==> src/rtl/uart_doc_loader_pkg.sv <==
`default_nettype none
//==============================================================================
// Module   : uart_doc_loader_pkg
// Desc     : Shared receiver states, control codes and document geometry.
// Revision : 1.0 - initial release
//==============================================================================
package uart_doc_loader_pkg;

    typedef logic [1:0] rx_state_t;

    localparam rx_state_t c_ST_IDLE  = 2'd0;
    localparam rx_state_t c_ST_START = 2'd1;
    localparam rx_state_t c_ST_DATA  = 2'd2;
    localparam rx_state_t c_ST_STOP  = 2'd3;

    localparam logic [7:0] c_CR    = 8'h0D;
    localparam logic [7:0] c_BS    = 8'h08;
    localparam logic [7:0] c_SPACE = 8'h20;

    localparam int c_COLS_DEFAULT = 20;
    localparam int c_ROWS_DEFAULT = 15;

    function automatic logic is_printable(input logic [7:0] b);
        return (b >= 8'h20) && (b <= 8'h7E);
    endfunction

endpackage
`default_nettype wire

==> src/rtl/uart_rx_core.sv <==
`default_nettype none
//==============================================================================
// Module   : uart_rx_core
// Desc     : 8N1 UART receiver with input synchronizer and mid-bit sampling.
// Revision : 1.0 - initial release
//==============================================================================
module uart_rx_core
    import uart_doc_loader_pkg::*;
#(
    parameter int CLKS_PER_BIT = 10417
) (
    input  logic       clk,
    input  logic       rst,
    input  logic       rx,
    output logic       byte_valid,
    output logic [7:0] byte_data,
    output logic       frame_error,
    output logic       rx_active
);

    localparam int c_CW   = ($clog2(CLKS_PER_BIT) > 0) ? $clog2(CLKS_PER_BIT) : 1;
    localparam int c_HALF = (CLKS_PER_BIT / 2 > 0) ? CLKS_PER_BIT / 2 : 1;
    localparam logic [c_CW-1:0] c_BIT_LAST  = c_CW'(CLKS_PER_BIT - 1);
    localparam logic [c_CW-1:0] c_HALF_LAST = c_CW'(c_HALF - 1);

    logic            r_sync1;
    logic            r_sync2;
    logic            r_rx_prev;
    rx_state_t       r_state;
    logic [c_CW-1:0] r_cnt;
    logic [2:0]      r_bit_idx;
    logic [7:0]      r_shift;
    logic            r_valid;
    logic            r_ferr;
    logic            w_fall;

    assign w_fall = r_rx_prev & ~r_sync2;

    always_ff @(posedge clk) begin
        if (rst) begin
            r_sync1   <= 1'b1;
            r_sync2   <= 1'b1;
            r_rx_prev <= 1'b1;
            r_state   <= c_ST_IDLE;
            r_cnt     <= '0;
            r_bit_idx <= 3'd0;
            r_shift   <= 8'h00;
            r_valid   <= 1'b0;
            r_ferr    <= 1'b0;
        end else begin
            r_sync1   <= rx;
            r_sync2   <= r_sync1;
            r_rx_prev <= r_sync2;
            r_valid   <= 1'b0;
            r_ferr    <= 1'b0;
            case (r_state)
                c_ST_IDLE: begin
                    r_cnt <= '0;
                    if (w_fall) r_state <= c_ST_START;
                end
                c_ST_START: begin
                    // A line already high at mid-start is treated as a glitch.
                    if (r_cnt == c_HALF_LAST) begin
                        r_cnt     <= '0;
                        r_bit_idx <= 3'd0;
                        r_state   <= r_sync2 ? c_ST_IDLE : c_ST_DATA;
                    end else begin
                        r_cnt <= r_cnt + c_CW'(1);
                    end
                end
                c_ST_DATA: begin
                    if (r_cnt == c_BIT_LAST) begin
                        r_cnt     <= '0;
                        r_shift   <= {r_sync2, r_shift[7:1]};
                        r_bit_idx <= r_bit_idx + 3'd1;
                        if (r_bit_idx == 3'd7) r_state <= c_ST_STOP;
                    end else begin
                        r_cnt <= r_cnt + c_CW'(1);
                    end
                end
                c_ST_STOP: begin
                    if (r_cnt == c_BIT_LAST) begin
                        r_cnt <= '0;
                        if (r_sync2) r_valid <= 1'b1;
                        else         r_ferr  <= 1'b1;
                        r_state <= c_ST_IDLE;
                    end else begin
                        r_cnt <= r_cnt + c_CW'(1);
                    end
                end
                default: r_state <= c_ST_IDLE;
            endcase
        end
    end

    assign byte_valid  = r_valid;
    assign byte_data   = r_shift;
    assign frame_error = r_ferr;
    assign rx_active   = (r_state != c_ST_IDLE);

endmodule
`default_nettype wire

==> src/rtl/uart_doc_loader.sv <==
`default_nettype none
//==============================================================================
// Module   : uart_doc_loader
// Desc     : Types UART characters into a COLS x ROWS document via a write port.
// Revision : 1.0 - initial release
//==============================================================================
module uart_doc_loader
    import uart_doc_loader_pkg::*;
#(
    parameter int CLKS_PER_BIT = 10417,
    parameter int COLS         = c_COLS_DEFAULT,
    parameter int ROWS         = c_ROWS_DEFAULT
) (
    input  logic       clk,
    input  logic       rst,
    input  logic       RsRx,
    input  logic       enable,
    input  logic       doc_ready,
    output logic [8:0] write_addr,
    output logic [7:0] write_data,
    output logic       we,
    output logic       busy,
    output logic       frame_error,
    output logic       overrun,
    output logic       full
);

    localparam logic [4:0] c_COL_LAST = 5'(COLS - 1);
    localparam logic [3:0] c_ROW_LAST = 4'(ROWS - 1);

    logic       w_byte_valid;
    logic [7:0] w_byte_data;
    logic       w_rx_active;

    uart_rx_core #(
        .CLKS_PER_BIT (CLKS_PER_BIT)
    ) u_rx (
        .clk         (clk),
        .rst         (rst),
        .rx          (RsRx),
        .byte_valid  (w_byte_valid),
        .byte_data   (w_byte_data),
        .frame_error (frame_error),
        .rx_active   (w_rx_active)
    );

    logic [4:0] r_col;
    logic [3:0] r_row;
    logic       r_full;
    logic       r_we;
    logic       r_adv;
    logic       r_overrun;
    logic [8:0] r_waddr;
    logic [7:0] r_wdata;

    logic       w_done;
    logic [4:0] w_col;
    logic [3:0] w_row;
    logic       w_full;
    logic [4:0] w_bs_col;
    logic [3:0] w_bs_row;

    // Cursor after this cycle's write completion, which a new byte then sees.
    always_comb begin
        w_done   = r_we & doc_ready;
        w_col    = r_col;
        w_row    = r_row;
        w_full   = r_full;
        if (w_done && r_adv) begin
            if (r_col == c_COL_LAST) begin
                if (r_row == c_ROW_LAST) begin
                    w_full = 1'b1;
                end else begin
                    w_row = r_row + 4'd1;
                    w_col = 5'd0;
                end
            end else begin
                w_col = r_col + 5'd1;
            end
        end
        w_bs_col = w_col;
        w_bs_row = w_row;
        if (w_col != 5'd0) begin
            w_bs_col = w_col - 5'd1;
        end else if (w_row != 4'd0) begin
            w_bs_row = w_row - 4'd1;
            w_bs_col = c_COL_LAST;
        end
    end

    always_ff @(posedge clk) begin
        if (rst) begin
            r_col     <= 5'd0;
            r_row     <= 4'd0;
            r_full    <= 1'b0;
            r_we      <= 1'b0;
            r_adv     <= 1'b0;
            r_overrun <= 1'b0;
            r_waddr   <= 9'd0;
            r_wdata   <= 8'h00;
        end else begin
            r_overrun <= 1'b0;
            r_col     <= w_col;
            r_row     <= w_row;
            r_full    <= w_full;
            if (w_done) r_we <= 1'b0;
            if (w_byte_valid && enable) begin
                if (r_we && !doc_ready) begin
                    r_overrun <= 1'b1;
                end else if (!w_full) begin
                    if (is_printable(w_byte_data)) begin
                        r_we    <= 1'b1;
                        r_adv   <= 1'b1;
                        r_waddr <= {w_row, w_col};
                        r_wdata <= w_byte_data;
                    end else if (w_byte_data == c_CR) begin
                        if (w_row == c_ROW_LAST) begin
                            r_full <= 1'b1;
                        end else begin
                            r_row <= w_row + 4'd1;
                            r_col <= 5'd0;
                        end
                    end else if (w_byte_data == c_BS) begin
                        r_row   <= w_bs_row;
                        r_col   <= w_bs_col;
                        r_we    <= 1'b1;
                        r_adv   <= 1'b0;
                        r_waddr <= {w_bs_row, w_bs_col};
                        r_wdata <= c_SPACE;
                    end
                end
            end
        end
    end

    assign write_addr = r_waddr;
    assign write_data = r_wdata;
    assign we         = r_we;
    assign overrun    = r_overrun;
    assign full       = r_full;
    assign busy       = w_rx_active | r_we;

endmodule
`default_nettype wire

==> config.mk <==
export PLATFORM = sky130hd
export DESIGN_NAME = uart_doc_loader
export DESIGN_NICKNAME = d
export VERILOG_FILES = /design/src/rtl/uart_doc_loader_pkg.sv /design/src/rtl/uart_rx_core.sv /design/src/rtl/uart_doc_loader.sv
export SDC_FILE = /design/constraint.sdc
export NUM_CORES = 1
export LEC_CHECK = 0
export ABC_AREA = 1
export CAP_MARGIN = 20
export CORE_ASPECT_RATIO = 1.75
export CORE_MARGIN = 10
export CORE_UTILIZATION = 53
export CTS_CLUSTER_SIZE = 12
export DETAILED_ROUTE_END_ITERATION = 7
export PLACE_DENSITY = 0.78
export SYNTH_ARGS = -nofsm -noshare
export SYNTH_HDL_FRONTEND = slang
export SYNTH_SLANG_ARGS = --single-unit
==> constraint.sdc <==
create_clock -name clk -period 2.3 [get_ports clk]
set_clock_uncertainty 0.15 [all_clocks]
set_input_delay 0.345 -clock clk [delete_from_list [all_inputs] [get_ports clk]]
set_output_delay 0.345 -clock clk [all_outputs]
set_load 0.02 [all_outputs]
* Word level (Yosys, flattened, before mapping)
Index checks and enable logic that the tools add are counted. W data, S select, Z words.
Storage, ports and cells: RAM bits 0, flip-flop bits (word level) 62, ROM bits 0, memories 0, output and inout bits 22, latch bits 0
Operators by class: shifts and indexed selects 0, equality and inequality tests 17, divide/modulo/power cells 0, $lt $le $gt $ge 2, add/subtract/negate cells 7, reductions and logical operators 18, $mul 0, bitwise logic cells 9, muxes and demuxes 65
Operators with widths (count):
- $mux W5 | 12
- $mux W4 | 12
- $pmux W14 S3 | 1
- $mux W14 | 2
- $mux W9 | 3
- $mux W8 | 3
- $mux W1 | 22
- $eq A8 B4 Y1 const B | 2
- $add A14 B1 Y14 const B | 1
- $eq A14 B13 Y1 const B | 1
- $eq A14 B14 Y1 const B | 1
- $mux W2 | 6
- $ne A2 B1 Y1 const B | 5
- $reduce_and A5 Y1 | 2
- $add A4 B1 Y4 const B | 2
- $eq A4 B4 Y1 const B | 2
- $ge A8 B6 Y1 const B | 1
- $le A8 B7 Y1 const B | 1
- $pmux W2 S4 | 1
- $mux W3 | 2
- $not A1 Y1 | 6
- $pmux W3 S2 | 1
- $reduce_bool A2 Y1 | 3
- $add A5 B1 Y5 const B | 1
- 19 further kinds | 25

* Depth between registers and ports, before layout
Gate-level depths: netlist (run 1).
depth in word-level cells 13, mapped depth 19, depth with buffers taken out 19

* By module
A second synthesis (run 1) with hierarchy kept.
Unflattened totals: cells, all modules 542, area total of the unflattened synthesis 3786.1 sq um
Modules (own cells, without submodules):
- uart_doc_loader | area each 2184.6 sq um, sequential area each 600.6 sq um, cells an instance 326, times used 1
- uart_rx_core | area each 1601.5 sq um, sequential area each 640.6 sq um, cells an instance 216, times used 1

* Least setup slack after synthesis (run 1)
No wires, ideal clock.
path type flip-flop to flip-flop, start register r_col[1], end register r_waddr[8] (netlist: write_addr[8]), path slack 0.044 ns, setup time 0.114 ns, clock period less this slack 2.256 ns, stages on the path, launching flop included 18, arrival 1.992 ns, buffers on the path 0, path through dfxtp_1 -> ha_1 -> nand2_2 -> inv_2 -> nand2_2 -> nand2_1 -> inv_1 -> nand2_1 -> nand2_1 -> inv_1 -> ha_1 -> inv_1 -> nor2_4 -> nand3_2 -> o21ai_0 -> nand2_1 -> a21oi_1 -> nor2_1
On the way: word-level cells in the longest chain between the ends 9, elaborated cells on any way between the ends 19, classes of those cells add/sub: 2; eq/ne: 1; mux: 12; bitwise: 1; reduce/logical: 3
RTL lines:
- start, declared | line uart_doc_loader.sv:47 | logic [4:0] r_col;
- start signal, assigned | line uart_doc_loader.sv:103 | r_col <= w_col;
- start signal, assigned | line uart_doc_loader.sv:125 | r_col <= w_bs_col;
- $eq A5 B5 Y1 | line uart_doc_loader.sv:70 | if (r_col == c_COL_LAST) begin
- $mux W4 | line uart_doc_loader.sv:70
- $mux W4 | line uart_doc_loader.sv:69 | if (w_done && r_adv) begin
- $sub A4 B1 Y4 or $reduce_bool A4 Y1 (tied branches) | line uart_doc_loader.sv:86, uart_doc_loader.sv:85
- $mux W4 | line uart_doc_loader.sv:85 | end else if (w_row != 4'd0) begin
- $mux W4 | line uart_doc_loader.sv:83 | if (w_col != 5'd0) begin
- $mux W9 | line uart_doc_loader.sv:123 | end else if (w_byte_data == c_BS) begin
- $mux W9 | line uart_doc_loader.sv:116 | end else if (w_byte_data == c_CR) begin
- $mux W9 | line uart_doc_loader.sv:111 | if (is_printable(w_byte_data)) begin
- end signal, assigned | line uart_doc_loader.sv:114 | r_waddr <= {w_row, w_col};
- end signal, assigned | line uart_doc_loader.sv:128 | r_waddr <= {w_bs_row, w_bs_col};
- end, declared | line uart_doc_loader.sv:53 | logic [8:0] r_waddr;
Parallel ways exist; a longest one is shown, timed or not. The select of a mux whose other input is x is not followed. A chain may end at the register's enable or synchronous reset.

* Worst setup path in the final report (run 1)
start register r_col[4], end register r_row[0]
On the way: word-level cells in the longest chain between the ends 12, elaborated cells on any way between the ends 23, classes of those cells add/sub: 3; eq/ne: 2; mux: 16; reduce/logical: 2
RTL lines:
- $eq A5 B5 Y1 | line uart_doc_loader.sv:70
- $mux W4 | line uart_doc_loader.sv:70
- $mux W4 | line uart_doc_loader.sv:69
- $sub A4 B1 Y4 or $reduce_bool A4 Y1 (tied branches) | line uart_doc_loader.sv:86, uart_doc_loader.sv:85
- $mux W4 | line uart_doc_loader.sv:85
- $mux W4 | line uart_doc_loader.sv:83
- $mux W4 | line uart_doc_loader.sv:123
- $mux W4 | line uart_doc_loader.sv:116
- $mux W4 | line uart_doc_loader.sv:111
- $mux W4 | line uart_doc_loader.sv:110 | end else if (!w_full) begin
- $mux W4 | line uart_doc_loader.sv:108 | if (r_we && !doc_ready) begin
- $mux W4 (*) | line uart_doc_loader.sv:107 | if (w_byte_valid && enable) begin
- end signal, assigned | line uart_doc_loader.sv:104 | r_row <= w_row;
- end signal, assigned | line uart_doc_loader.sv:120 | r_row <= w_row + 4'd1;
- end signal, assigned | line uart_doc_loader.sv:124 | r_row <= w_bs_row;
- end, declared | line uart_doc_loader.sv:48 | logic [3:0] r_row;
Every way passes the cells marked *; elsewhere a longest branch is shown, timed or not.

==> flow_metrics.env, run 1 <==
export IMPL_portBuffers=26
export IMPL_ys_seq_area_frac=0.345
export IMPL_hold_end="u_rx.r_sync2$_SDFF_PP1_"
export IMPL_maxCapViolCount=0
export IMPL_ant_nets=0
export IMPL_holdCritStartpoint="u_rx.r_sync1$_SDFF_PP1_"
export IMPL_worst_slew_pin_slew_ps=523
export IMPL_final_util=0.732
export IMPL_overflow=0
export IMPL_critical_path_top_delay_family="simple AND/OR/NAND/NOR gates"
export IMPL_crit_path_start_kind="flip-flop"
export IMPL_status="completed"
export IMPL_setup_slack_ps=4.71
export IMPL_r2r_start="r_col[4]$_SDFF_PP0_"
export IMPL_pin_count=27
export IMPL_die_x_um=82.3
export IMPL_clkSinkCount=62
export IMPL_fmax_mhz=436
export IMPL_fin_nets=598
export IMPL_start_util=0.546
export IMPL_crit_required_ps=2370
export IMPL_critPathSlowestCell="dfxtp_1"
export IMPL_leakage_nw=2.15
export IMPL_synth_distinct_cells=40
export IMPL_drcViolationCount=0
export IMPL_finalSetupViolations=0
export IMPL_tritoncts="yes"
export IMPL_syn_inst=500
export IMPL_period_share=0.998
export IMPL_critPathArrivalTime_ps=2360
export IMPL_grt_max_degree=24
export IMPL_dp_hpwl_um=7490
export IMPL_synth_seq_cells=62
export IMPL_slew_headroom=0.651
export IMPL_avgRoutedWirePerCell_um=15.3
export IMPL_synth_edf_count=0
export IMPL_critical_path_endpoint_type="flip-flop"
export IMPL_n_antenna_cell=0
export IMPL_hold_depth=1
export IMPL_synth_area_um2=3600
export IMPL_synth_main_ff_cell="dfxtp_1"
export IMPL_grt_pass1_wl_um=16500
export IMPL_cts_buffers=9
export IMPL_hold_viol_final=0
export IMPL_rsz0062_at_grt="yes"
export IMPL_dieArea_um2=10600
export IMPL_clockBufferDepth=2
export IMPL_syn_to_final_growth_pct=34.0
export IMPL_reg2reg_depth=18
export IMPL_cp_max_fo=7
export IMPL_clk_latency_ps=330
export IMPL_postSynth_asyncResetShare=0
export IMPL_hold_path_class="reg2reg"
export IMPL_p_per_area_nw_per_um2=575
export IMPL_vdd_drop_max_mv=0.766
export IMPL_fp_row_count=39
export IMPL_tns_ps=0
export IMPL_rrSetupSlack_ps=5
export IMPL_via_per_inst=5.50
export IMPL_pre_cts_slack_ps=-410
export IMPL_yosys_area_top_type="dfxtp_1"
export IMPL_track_usage=0.196
export IMPL_antenna_found_initial=0
export IMPL_post_route_min_period_ps=2300
export IMPL_wl_um=10200
export IMPL_grt_pass1_vias=3664
export IMPL_gp_congestion=0.967
export IMPL_regToRegEndpoint="r_row[0]$_SDFF_PP0_"
export IMPL_place_inst=642
export IMPL_max_stage_delay_ps=460
export IMPL_cts_root_buffer="clkbuf_16"
export IMPL_synth_top_area_frac=0.345
export IMPL_drive_above_1_share=0.290
export IMPL_core_area_um2=6590
export IMPL_critical_path_class="reg2reg"
export IMPL_drtIter0Drc=340
export IMPL_maxSlewViolCount=0
export IMPL_hold_buffers=0
export IMPL_synth_area_top_cells="dfxtp_1 35%, nand2_1 12%, a21oi_1 6.1%"
export IMPL_path_buf_inv=4
export IMPL_synth_area_per_cell_um2=7.19
export IMPL_vias=3655
export IMPL_syn_nets=520
export IMPL_final_cells=665
export IMPL_crit_chain="nand2_4, inv_2, nand2_4, nand2_4, inv_2, nand2_2, nand2_2, inv_2, ha_4, inv_2, nor2_4, nand2_2, nor2_4, nand2_4, nand2_4, nand3_2, nand2_1, a21oi_2"
export IMPL_cpMostUsedCell="nand2_4"
export IMPL_drtPass1Iterations=5
export IMPL_ys_warnings_count=0
export IMPL_clk_pin_slew_ps=50
export IMPL_die_h_um=129
export IMPL_h_tree_depth=3
## worst register-to-register path: cells and delay by family, from the launching register on
kind                     cells  cell delay [ps]
AO/OA/AOI/OAI                1               50
adder cells (fa/ha/maj)      1              130
buffers and inverters        4              220
flip-flops                   1              460
AND/OR/NAND/NOR             12             1160
## timing repair
action	in CTS	in global routing
setup buffers	3	4
endpoints found under the hold margin	0	0
gates resized for setup	14	50
endpoints found under the setup margin	15	21
pin swaps	7	23
## kinds of logic after synthesis
family / count (synthesis) / synth area share
AOI/OAI and AO/OA: 83 / 0.131
xor gates and xnor gates: 7 / 0.0170
adders and majority gates: 15 / 0.0522
buffers and inverters: 72 / 0.0835
DFF: 62 / 0.345
and+or+nand+nor: 261 / 0.371
## cell usage in the layout (no fill, tap or decap), types with 3 or more instances in the layout
cell,n
nand3_1,35
nor3b_1,5
clkbuf_16,9
a21oi_1,40
o21ai_1,6
dfxtp_1,57
inv_1,47
nand2_2,22
xor2_1,6
nand4_1,11
inv_2,12
nand2_4,8
ha_4,4
o21ai_2,6
clkdlybuf4s50_1,24
nor2_2,4
nand2_1,99
nor2_1,37
ha_1,10
dfxtp_2,5
nor2_4,8
nor2_8,3
a21oi_2,10
buf_4,49
nand3_2,7
nor3_1,10
o21ai_0,17
## worst max-delay path by stage
stage | from | end | slack [ps] | cells past startpoint
global placement | doc_ready | write_addr[8]$_SDFFE_PP0P_ | -310 | 16
finish | r_col[4]$_SDFF_PP0_ | r_row[0]$_SDFF_PP0_ | 5 | 18
global route | r_col[0]$_SDFF_PP0_ | r_row[0]$_SDFF_PP0_ | -130 | 19
detailed placement | doc_ready | write_addr[8]$_SDFFE_PP0P_ | -410 | 16
floorplan | r_col[1]$_SDFF_PP0_ | write_addr[8]$_SDFFE_PP0P_ | 40 | 17
CTS | r_col[1]$_SDFF_PP0_ | r_col[1]$_SDFF_PP0_ | 0.8 | 18
## routing by layer
| metal | track usage | share of wire | vias up |
|---|---|---|---|
| li1 | - | - | 1790 |
| met1 | 0.172 | 0.34 | 1708 |
| met2 | 0.387 | 0.59 | 116 |
| met3 | 0.0391 | 0.034 | 41 |
| met4 | 0.104 | 0.042 | 0 |
| met5 | 0 | 0 | - |
## where the power goes
group / total [W] / internal [W] / leakage (nW) / switching, W
Clock: 0.00142 / 0.000945 / 0.152 / 0.000476
Combinational: 0.000231 / 0.0000859 / 1.49 / 0.000145
Sequential: 0.00112 / 0.00110 / 0.503 / 0.0000233
Total: 0.00277 / 0.00213 / 2.15 / 0.000645
## Yosys cell counts (5+ instances only)
| master | instances |
|---|---|
| a21oi_1 | 44 |
| a21oi_2 | 6 |
| dfxtp_1 | 62 |
| ha_1 | 15 |
| inv_1 | 53 |
| inv_2 | 6 |
| nand2_1 | 114 |
| nand2_2 | 12 |
| nand3_1 | 40 |
| nand4_1 | 11 |
| nor2_1 | 39 |
| nor2_4 | 6 |
| nor3_1 | 10 |
| nor3b_1 | 5 |
| o21ai_0 | 20 |
| o21ai_1 | 5 |
| o21ai_2 | 5 |
| xor2_1 | 6 |
## state kept, by name (all words and copies together) (netlist names), 3 cells and up, named ones only
| signal | flops |
|---|---|
| r_col | 5 |
| write_data | 8 |
| u_rx.byte_data | 8 |
| r_row | 4 |
| u_rx.r_bit_idx | 3 |
| u_rx.r_cnt | 14 |
| write_addr | 9 |
## stage by stage
stage / hold WS [ps] / cell area (um2) / total power [W]
2_1_floorplan: 239 / 3600 / 0.00130
3_3_place_gp: 249 / 4240 / 0.00137
3_5_place_dp: 249 / 4240 / 0.00138
4_1_cts: 261 / 4620 / 0.00280
5_1_grt: 285 / 4820 / 0.00287
6_report: 259 / 4820 / 0.00277
## final cells by class
cell class	instances	area, um2
timing repair buffer	77	661
clock inverter	6	86.3
tap	82	103
clock buffer	10	229
fill	491	1770
inverter	62	245
multi-input combinational	366	2250
sequential	62	1250
No activity file was read; power rests on OpenSTA's default activity.
==> run 2, diff against run 1 <==
Settings changed: CAP_MARGIN 20 to 40, RECOVER_POWER set to 100.
==> run 2 against run 1 <==
Die area stayed put; non-clock buffer count unchanged; cell count unchanged; first-iteration DRC count is 16% higher; flip-flop and latch count did not move; critical endpoint unchanged.
==> flow_metrics.env, run 2 (synthesis gave the netlist of run 1 again) <==
export IMPL_combinationalPowerShare=0.080
export IMPL_rsz0062_at_grt="yes"
export IMPL_dieArea_um2=10600
export IMPL_die_x_um=82.3
export IMPL_leakage_nw=2.19
export IMPL_final_common_cell="nand2_1"
export IMPL_regToRegEndpoint="r_row[0]$_SDFF_PP0_"
export IMPL_cts_root_buffer="clkbuf_16"
export IMPL_grt_max_degree=24
export IMPL_drive_above_1_share=0.285
export IMPL_cts_buffers=9
export IMPL_avgRoutedWirePerCell_um=15.4
export IMPL_maxSlewViolCount=0
export IMPL_post_route_min_period_ps=2290
export IMPL_final_seq_area_um2=1250
export IMPL_crit_path_start_kind="flip-flop"
export IMPL_vdd_drop_max_mv=0.771
export IMPL_regMostFlops="u_rx.r_cnt"
export IMPL_fmax_mhz=436
export IMPL_syn_to_final_growth_pct=33.1
export IMPL_antenna_found_initial=0
export IMPL_whs_ps=261
export IMPL_crit_required_ps=2370
export IMPL_clock_power_share=0.515
export IMPL_period_share=0.997
export IMPL_grt_pass1_wl_um=16500
export IMPL_via_per_inst=5.49
export IMPL_finalSetupViolations=0
export IMPL_hold_depth=1
export IMPL_rrSetupSlack_ps=8
export IMPL_fin_nets=598
export IMPL_switching_power_w=0.000649
export IMPL_hold_buffers=0
export IMPL_overflow=0
export IMPL_start_util=0.546
export IMPL_drcViolationCount=0
export IMPL_final_cell_mix="99 x nand2_1, 57 x dfxtp_1, 47 x inv_1, 47 x buf_4, 40 x a21oi_1"
export IMPL_clkSinkCount=62
export IMPL_internal_power_w=0.00212
export IMPL_reg2reg_depth=19
export IMPL_n_antenna_cell=0
export IMPL_crit_path_end="r_row[0]$_SDFF_PP0_"
export IMPL_cp_max_fo=7
export IMPL_slew_headroom=0.585
export IMPL_drtPass1Iterations=6
export IMPL_dp_hpwl_um=7490
export IMPL_final_cell_area_um2=4790
export IMPL_vias=3654
export IMPL_p_sw_frac=0.235
export IMPL_clockBufferDepth=2
export IMPL_critical_path_endpoint_type="flip-flop"
export IMPL_grt_pass1_vias=3664
export IMPL_ant_nets=0
export IMPL_h_tree_depth=3
export IMPL_clk_latency_ps=330
export IMPL_largest_register_ffs=14
export IMPL_die_h_um=129
export IMPL_gp_congestion=0.967
export IMPL_multi_input_area_um2=2240
export IMPL_seqPwrFrac=0.405
export IMPL_r2r_start="r_col[0]$_SDFF_PP0_"
export IMPL_maxCapViolCount=0
export IMPL_worst_slew_pin_slew_ps=623
export IMPL_critPathArrivalTime_ps=2360
export IMPL_placed_cell_area_um2=4240
export IMPL_hold_viol_final=0
export IMPL_fp_row_count=39
export IMPL_hold_path_class="reg2reg"
export IMPL_wl_um=10200
export IMPL_p_per_area_nw_per_um2=578
export IMPL_status="completed"
export IMPL_track_usage=0.196
export IMPL_critical_path_class="reg2reg"
export IMPL_portBuffers=26
export IMPL_cp_startpoint="r_col[0]$_SDFF_PP0_"
export IMPL_tns_ps=0
export IMPL_pin_count=27
export IMPL_drtIter0Drc=396
export IMPL_tritoncts="yes"
export IMPL_clk_pin_slew_ps=50
export IMPL_fill_cells=500
export IMPL_core_area_um2=6590
==> run 2: cell count changes in the layout (fill, tap and decap cells not counted), sizes merged <==
cell	previous run	this run
dlygate4sd3	0	22
buf	51	49
clkbuf	10	13
clkdlybuf4s50	24	2
dlymetal6s2s	1	0
==> run 2: through the flow <==
stage	total power [W]	setup WS, ps	util	cells
after floorplan	0.00130	43.9	-	500
after global placement	0.00137	-308	0.644	642
after detailed placement	0.00138	-410	0.644	642
after CTS	0.00280	0.818	0.701	661
after global routing	0.00286	-132	0.727	665
final	0.00277	7.80	0.727	665
==> run 2: layer usage <==
metal	global-route usage	vias to the layer above	part of all wire
li1	-	1786	-
met1	0.172	1710	0.34
met3	0.0391	44	0.035
met4	0.104	0	0.045
met2	0.387	114	0.58
met5	0	-	0
==> run 2: power groups by stage <==
stage / registers (W) / clock network (W) / logic (W)
2_1_floorplan: 0.00114 / 0 / 0.000162
6_report: 0.00112 / 0.00142 / 0.000221
3_5_place_dp: 0.00114 / 0 / 0.000232
4_1_cts: 0.00112 / 0.00145 / 0.000234
3_3_place_gp: 0.00114 / 0 / 0.000225
5_1_grt: 0.00112 / 0.00149 / 0.000246
==> run 2: worst min-delay path by stage <==
stage,start,endpoint,slack (ps)
3_5_place_dp,u_rx.r_sync1$_SDFF_PP1_,u_rx.r_sync2$_SDFF_PP1_,250
5_1_grt,u_rx.r_sync1$_SDFF_PP1_,u_rx.r_sync2$_SDFF_PP1_,290
4_1_cts,u_rx.r_sync1$_SDFF_PP1_,u_rx.r_sync2$_SDFF_PP1_,260
3_3_place_gp,u_rx.r_sync1$_SDFF_PP1_,u_rx.r_sync2$_SDFF_PP1_,250
6_report,u_rx.r_sync1$_SDFF_PP1_,u_rx.r_sync2$_SDFF_PP1_,260
2_1_floorplan,u_rx.r_sync1$_SDFF_PP1_,u_rx.r_sync2$_SDFF_PP1_,240
==> run 2: area by class of cell <==
cell class              count  area share
well taps                  82      0.0214
repair buffers             77       0.135
inverters                  62      0.0507
flip-flops and latches     62       0.260
clock inverters             6      0.0180
multi-input cells         366       0.467
clock buffers              10      0.0478
==> run 2: what timing repair did <==
action / in CTS / in global routing
setup endpoints to repair: 15 / 21
pin swaps: 7 / 23
gates resized for setup: 14 / 50
buffers inserted: 3 / 4
==> run 2: critical path: stages (launching register included) <==
cell     delay [ps]
dfxtp_2         350
ha_4            150
nand2_4          60
inv_2            70
nand2_4          60
nand2_4          80
inv_2            40
nand2_2          50
nand2_2          60
inv_2            70
ha_4            130
inv_2            40
nor2_4          150
nand2_2          90
nor2_4          220
nand2_4         120
nand2_4          90
nand3_2          60
nand2_1          80
a21oi_2          50
==> run 3, diff against run 2 <==
Settings changed: CTS_CLUSTER_DIAMETER set to 100.
==> results of run 3 <==
Same layout as run 2: the final DEF is identical, and so are final timing and power.
